### config.mk
export PLATFORM = sky130hd
export DESIGN_NAME = updown_counter_mod
export DESIGN_NICKNAME = d
export VERILOG_FILES = /design/src/rtl/updown_counter_mod.sv
export SDC_FILE = /design/constraint.sdc
export NUM_CORES = 1
export LEC_CHECK = 0
export BUFFER_PORTS_ARGS = -buffer_cell sky130_fd_sc_hd__buf_2
export CAP_MARGIN = 20
export CORE_MARGIN = 2
export CORE_UTILIZATION = 51
export DETAILED_ROUTE_END_ITERATION = 10
export GPL_ROUTABILITY_DRIVEN = 0
export HOLD_SLACK_MARGIN = 0.08
export PLACE_DENSITY_LB_ADDON = 0.05
export SLEW_MARGIN = 15
export SYNTH_ARGS = -nofsm -noshare
export SYNTH_HDL_FRONTEND = slang
export SYNTH_SLANG_ARGS = --single-unit
### constraint.sdc
create_clock -name clk -period 2.26 [get_ports clk]
set_input_delay 0.678 -clock clk [delete_from_list [all_inputs] [get_ports clk]]
set_output_delay 0.678 -clock clk [all_outputs]
set_load 0.005 [all_outputs]
### src/rtl/updown_counter_mod.sv
// rtl/updown_counter_mod.sv - parametrised up/down counter with load, wrap/saturate, tc pulse and sticky flags
// Optional count prescaler enabled by defining UPDN_CNT_PRESCALE_EN.
module updown_counter_mod #(
  parameter int              WIDTH    = 6,
  parameter longint unsigned MAX_VAL  = (64'd1 << WIDTH) - 64'd1,
  parameter int              PRESCALE = 4
) (
  input  logic             clk,
  input  logic             rst,
  input  logic [1:0]       cnt_ent,
  input  logic             ld,
  input  logic [WIDTH-1:0] ld_val,
  input  logic             sat_mode,
  input  logic             clr_flags,
  output logic [WIDTH-1:0] cnt,
  output logic             tc,
  output logic             ovf,
  output logic             unf,
  output logic             dir
);

  if (WIDTH < 2 || WIDTH > 32 || MAX_VAL < 1 || MAX_VAL > ((64'd1 << WIDTH) - 64'd1) ||
      PRESCALE < 2 || PRESCALE > 256) begin : g_bad_params
    $error("updown_counter_mod: parameter out of range");
  end

  localparam logic [WIDTH:0] MAX_W = (WIDTH+1)'(MAX_VAL);

  logic             up_req;
  logic             dn_req;
  logic             step_ok;
  logic             step;
  logic [WIDTH:0]   cnt_x;
  logic [WIDTH:0]   ld_x;
  logic [WIDTH-1:0] cnt_n;
  logic             tc_n;
  logic             dir_n;
  logic             ovf_ev;
  logic             unf_ev;

  assign up_req = (cnt_ent == 2'b10);
  assign dn_req = (cnt_ent == 2'b01);

`ifdef UPDN_CNT_PRESCALE_EN
  localparam int PW = $clog2(PRESCALE);
  logic [PW-1:0] pre_q;

  assign step_ok = (pre_q == PW'(PRESCALE - 1));

  // Hold cycles freeze the prescaler; a direction change keeps its phase.
  always_ff @(posedge clk or negedge rst) begin
    if (!rst) begin
      pre_q <= '0;
    end else if (ld) begin
      pre_q <= '0;
    end else if (up_req || dn_req) begin
      pre_q <= step_ok ? '0 : pre_q + PW'(1);
    end
  end
`else
  assign step_ok = 1'b1;
`endif

  assign step  = !ld && (up_req || dn_req) && step_ok;
  assign cnt_x = {1'b0, cnt};
  assign ld_x  = {1'b0, ld_val};

  always_comb begin
    cnt_n  = cnt;
    tc_n   = 1'b0;
    dir_n  = dir;
    ovf_ev = 1'b0;
    unf_ev = 1'b0;
    if (ld) begin
      cnt_n = (ld_x > MAX_W) ? MAX_W[WIDTH-1:0] : ld_val;
    end else if (step && up_req) begin
      dir_n = 1'b1;
      if (cnt_x < MAX_W) begin
        cnt_n = WIDTH'(cnt_x + 1'b1);
      end else begin
        ovf_ev = 1'b1;
        if (!sat_mode) begin
          cnt_n = '0;
          tc_n  = 1'b1;
        end
      end
    end else if (step && dn_req) begin
      dir_n = 1'b0;
      if (cnt_x != '0) begin
        cnt_n = WIDTH'(cnt_x - 1'b1);
      end else begin
        unf_ev = 1'b1;
        if (!sat_mode) begin
          cnt_n = MAX_W[WIDTH-1:0];
          tc_n  = 1'b1;
        end
      end
    end
  end

  // A new overflow/underflow event beats a simultaneous clear.
  always_ff @(posedge clk or negedge rst) begin
    if (!rst) begin
      cnt <= '0;
      tc  <= 1'b0;
      ovf <= 1'b0;
      unf <= 1'b0;
      dir <= 1'b1;
    end else begin
      cnt <= cnt_n;
      tc  <= tc_n;
      dir <= dir_n;
      ovf <= ovf_ev | (ovf & ~clr_flags);
      unf <= unf_ev | (unf & ~clr_flags);
    end
  end

endmodule

* Word level (Yosys, flattened, before mapping)
Index checks and enable logic that the tools add are counted.
Operators by class: multipliers 0, add/subtract/negate cells 2, bitwise gates (word level) 6, equal/unequal tests 4, order comparisons 2, divide/modulo/power cells 0, shift-type cells 0, muxes and demuxes 23, reductions and logical operators 10
Operator list (count):
- $mux 6 | 8
- $mux 1 | 15
- $reduce_bool 7->1 | 1
- $add 6x1->6 const B | 1
- $gt 6x6->1 const B | 1
- $lt 6x6->1 const B | 1
- $sub 6x1->6 const B | 1
- $ne 4x2->1 const B | 1
- $ne 4x3->1 const B | 1
- $logic_and 1x1->1 | 3
- $reduce_and 3->1 | 1
- $reduce_bool 3->1 | 1
- $and 1x1->1 | 2
- $eq 2x1->1 const B | 1
- $eq 2x2->1 const B | 1
- $not 1->1 | 2
- $or 1x1->1 | 2
- $reduce_and 2->1 | 1
- $reduce_bool 2->1 | 1
- $logic_not 1->1 | 1
- $logic_or 1x1->1 | 1
Word-level totals: flip-flop bits (word level) 10, memories 0, input port bits 13, latch bits 0, logic and storage cells 52, RAM bits 0, ROM bits 0

* Longest topological paths before layout
depth after elaboration 8, depth in mapped cells 8, depth with buffers taken out 7

* Least setup slack after synthesis
OpenSTA, ideal clock, no wires.
path kind input to register, start input cnt_ent[0], end register cnt[5], setup time 122 ps, required time 2138 ps, buffers on the path 0, cell stages on the path 7, arrival time 2088 ps, path slack 50 ps, cells stage by stage inv_1 > ha_1 > or4_1 > o32a_1 > mux2_2 > mux2i_1 > o21ai_1
On the way: word-level cells in the longest chain between the ends 6
RTL lines:
- start: declaration | line 10 | input logic [1:0] cnt_ent,
- $eq 2x2->1 / $eq 2x1->1 (equally long branches) | line 41, 42
- $logic_or 1x1->1 | line 64 | assign step = !ld && (up_req || dn_req) && step_ok;
- $logic_and 1x1->1 | line 64
- $logic_and 1x1->1, on equally long branches | line 76, 87
- $ne 4x3->1 (no source line) (tied with other cells)
- $reduce_and 3->1 (no source line) / $mux 6 (equally long branches)
- end signal: assignment | line 110 | cnt <= cnt_n;
- end: declaration | line 15 | output logic [WIDTH-1:0] cnt,
Several ways; a longest one is shown, not always the timed one. A chain may end at the register's enable or synchronous reset.

* Final worst setup path
Ends and elaborated chain as after synthesis.

==> qor.yml <==
cts_tree: "yes"
wl_um: 2080
layout_setup_ws_ns: 0.167
dieWidth_um: 44.5
vias: 872
ys_seq_area_share_pct: 30.0
drive_above_1_share_pct: 34.9
worst_r2r_path_depth: 4
synth.most_common_cell: "nand2_1"
grt_pass1_wl_um: 3550
worstMarginPinSlew_ns: 0.316
gr-usage-all-layers_pct: 24.6
cts_htree_levels: 1
slew-limit-headroom_pct: 78.7
setup_violations: 0
hold_class: "in2async"
period_share_pct: 92.6
synthesis.area_um2: 838
fmax_mhz: 478
fin_util_pct: 69.2
synthAdderAreaFrac_pct: 7.46
die_h_um: 44.5
drc_errors: 0
synth-compound-area-share_pct: 25.7
outcome: "completed"
grt_pass1_vias: 850
p_leak_nw: 0.505
areaGrowthSynthToFinish_pct: 25.8
cts_setup_buffers: 0
critPathKind: "in2reg"
synthArstFlopShare_pct: 100
critPathArrivalTime_ns: 2.24
grt_max_degree: 20
core-area_um2: 1520
initialDrtViolationCount: 37
first_pass_iters: 4
ctsResizeCount: 0
cts_buffers: 3
synth_top_family_by_area: "compound AO/OA/AOI/OAI gates"
synth.top_cell.area_share_pct: 26.9
placed_area_um2: 1020
muxShareOfSynthArea_pct: 5.07
synth.distinct_cells: 45
die_area_um2: 1980
io_pins: 23
critPathMaxFanout: 4
clk_latency_ns: 0.27
synth.largest_area_cell: "dfrtp_1"
rows: 14
synth_seq_cells: 10
peakVddDrop_v: 0.000521
cts_hold_buf: 0
rsz0062_at_grt: "false"
synth_edf_count: 0
clk_path_buf_depth: 2
syn_inst: 100
hpwl_um: 1640
final-max-slew-violation-count: 0
cp.required_ns: 2.40
pre_cts_slack_ns: -0.109
stdcell_area_um2: 1050
wl_met3_um: 181
io_buffer_count: 22
ys.flop_type: "dfrtp_1"
cp-start-kind: "primary input"
drt-met1-wl_um: 861
power_density_nw_per_um2: 570
path_clk_slew_ns: 0.07
wire_per_inst_um: 14.3
syn_area_per_cell_um2: 8.38
cap_viol_max_count: 0
rrSetupSlack_ns: 0.26
wl_met2_um: 986
antenna_found_initial: 0
min_period_ns: 2.09
end_kind: "flip-flop"
synth-simple-area-share_pct: 22.5
finalHoldViolCount: 0
skew_ns: 0.00423
clockRootBuffer: "clkbuf_4"
highest_layer: "met4"
fin_nets: 148
rr_endpoint: "tc"
synth_nets: 118
synth.area.top_cells: "dfrtp_1 (27%), ha_1 (7.5%), o21ai_0 (5.4%)"
vias_per_cell: 6.01
yosys_warnings: 0
initial_core_util_pct: 55.0
cts_num_sinks: 10
gr-total-overflow: 0
synth_common_cells: "nand2_1 (10), dfrtp_1 (9), o21ai_0 (9)"
r2r-start: "cnt[4]"
num_antenna_cells: 0
ant_nets: 0
synth_xor_area_share_pct: 2.09
==> through the flow <==
step	instances	TNS, ns	total power [mW]	hold WS (ns)
final	145	0	0.601	0.259
after CTS	145	0	0.605	0.262
after global placement	141	-0.0836	0.432	0.499
after global routing	145	0	0.638	0.265
after detailed placement	141	-0.135	0.440	0.500
after floorplan	100	0	0.355	0.382
==> placed cells by master (no fill, tap or decap), types with 2 or more instances in the layout <==
cell type and instances:
a21oi_1 3, o21ai_0 9, ha_1 5, nor2_1 7, dfrtp_1 9, buf_4 8, clkbuf_4 3, nand3_1 3
nand4_1 2, o22ai_1 3, inv_1 8, o31ai_1 2, buf_2 22, nand2_1 10, mux2_2 2, mux2i_1 2
==> cell families after synthesis <==
group / Yosys count
buffers and inverters: 14
xor gates and xnor gates: 2
AOI/OAI and AO/OA: 30
adders and majority gates: 5
DFF: 10
muxes: 4
and+or+nand+nor: 35
==> state kept, by name, indices dropped and copies added (netlist names) <==
signal / cells
tc: 1
cnt: 6
dir: 1
unf: 1
ovf: 1
==> layer usage <==
metal	global-route usage, %	vias up
met5	0	-
met4	13.3	0
met3	6.53	6
met2	41.7	48
met1	27.8	392
li1	-	426
==> power breakdown <==
| part | leakage (nW) | internal [mW] | switching [mW] |
|---|---|---|---|
| Combinational | 0.359 | 0.107 | 0.107 |
| Clock | 0.0210 | 0.0978 | 0.0662 |
| Sequential | 0.125 | 0.199 | 0.0238 |
| Total | 0.505 | 0.404 | 0.197 |
==> worst max-delay path, cell delays in order <==
cell and delay [ns]:
buf_2 0.09, inv_1 0.04, ha_1 0.19, or4_1 0.48
o32a_1 0.31, mux2_2 0.26, mux2i_1 0.13, o21ai_1 0.07
==> how the worst max path moves through the flow <==
stage | startpoint | to | slack, ns
after CTS | cnt_ent[0] | cnt[5] | 0.18
final | cnt_ent[0] | cnt[5] | 0.17
after floorplan | cnt_ent[0] | cnt[5] | 0.05
after global routing | cnt_ent[0] | cnt[5] | 0.08
after global placement | cnt_ent[0] | cnt[5] | -0.08
after detailed placement | cnt_ent[0] | cnt[5] | -0.11
==> layout make-up <==
cell class | instances | area (um2)
Clock buffer | 4 | 36.3
Inverter | 8 | 30.0
Fill cell | 134 | 469
Sequential cell | 10 | 251
Timing Repair Buffer | 31 | 190
Multi-Input combinational cell | 76 | 527
Tap cell | 16 | 20.0
No activity file was read; power rests on OpenSTA's default activity.
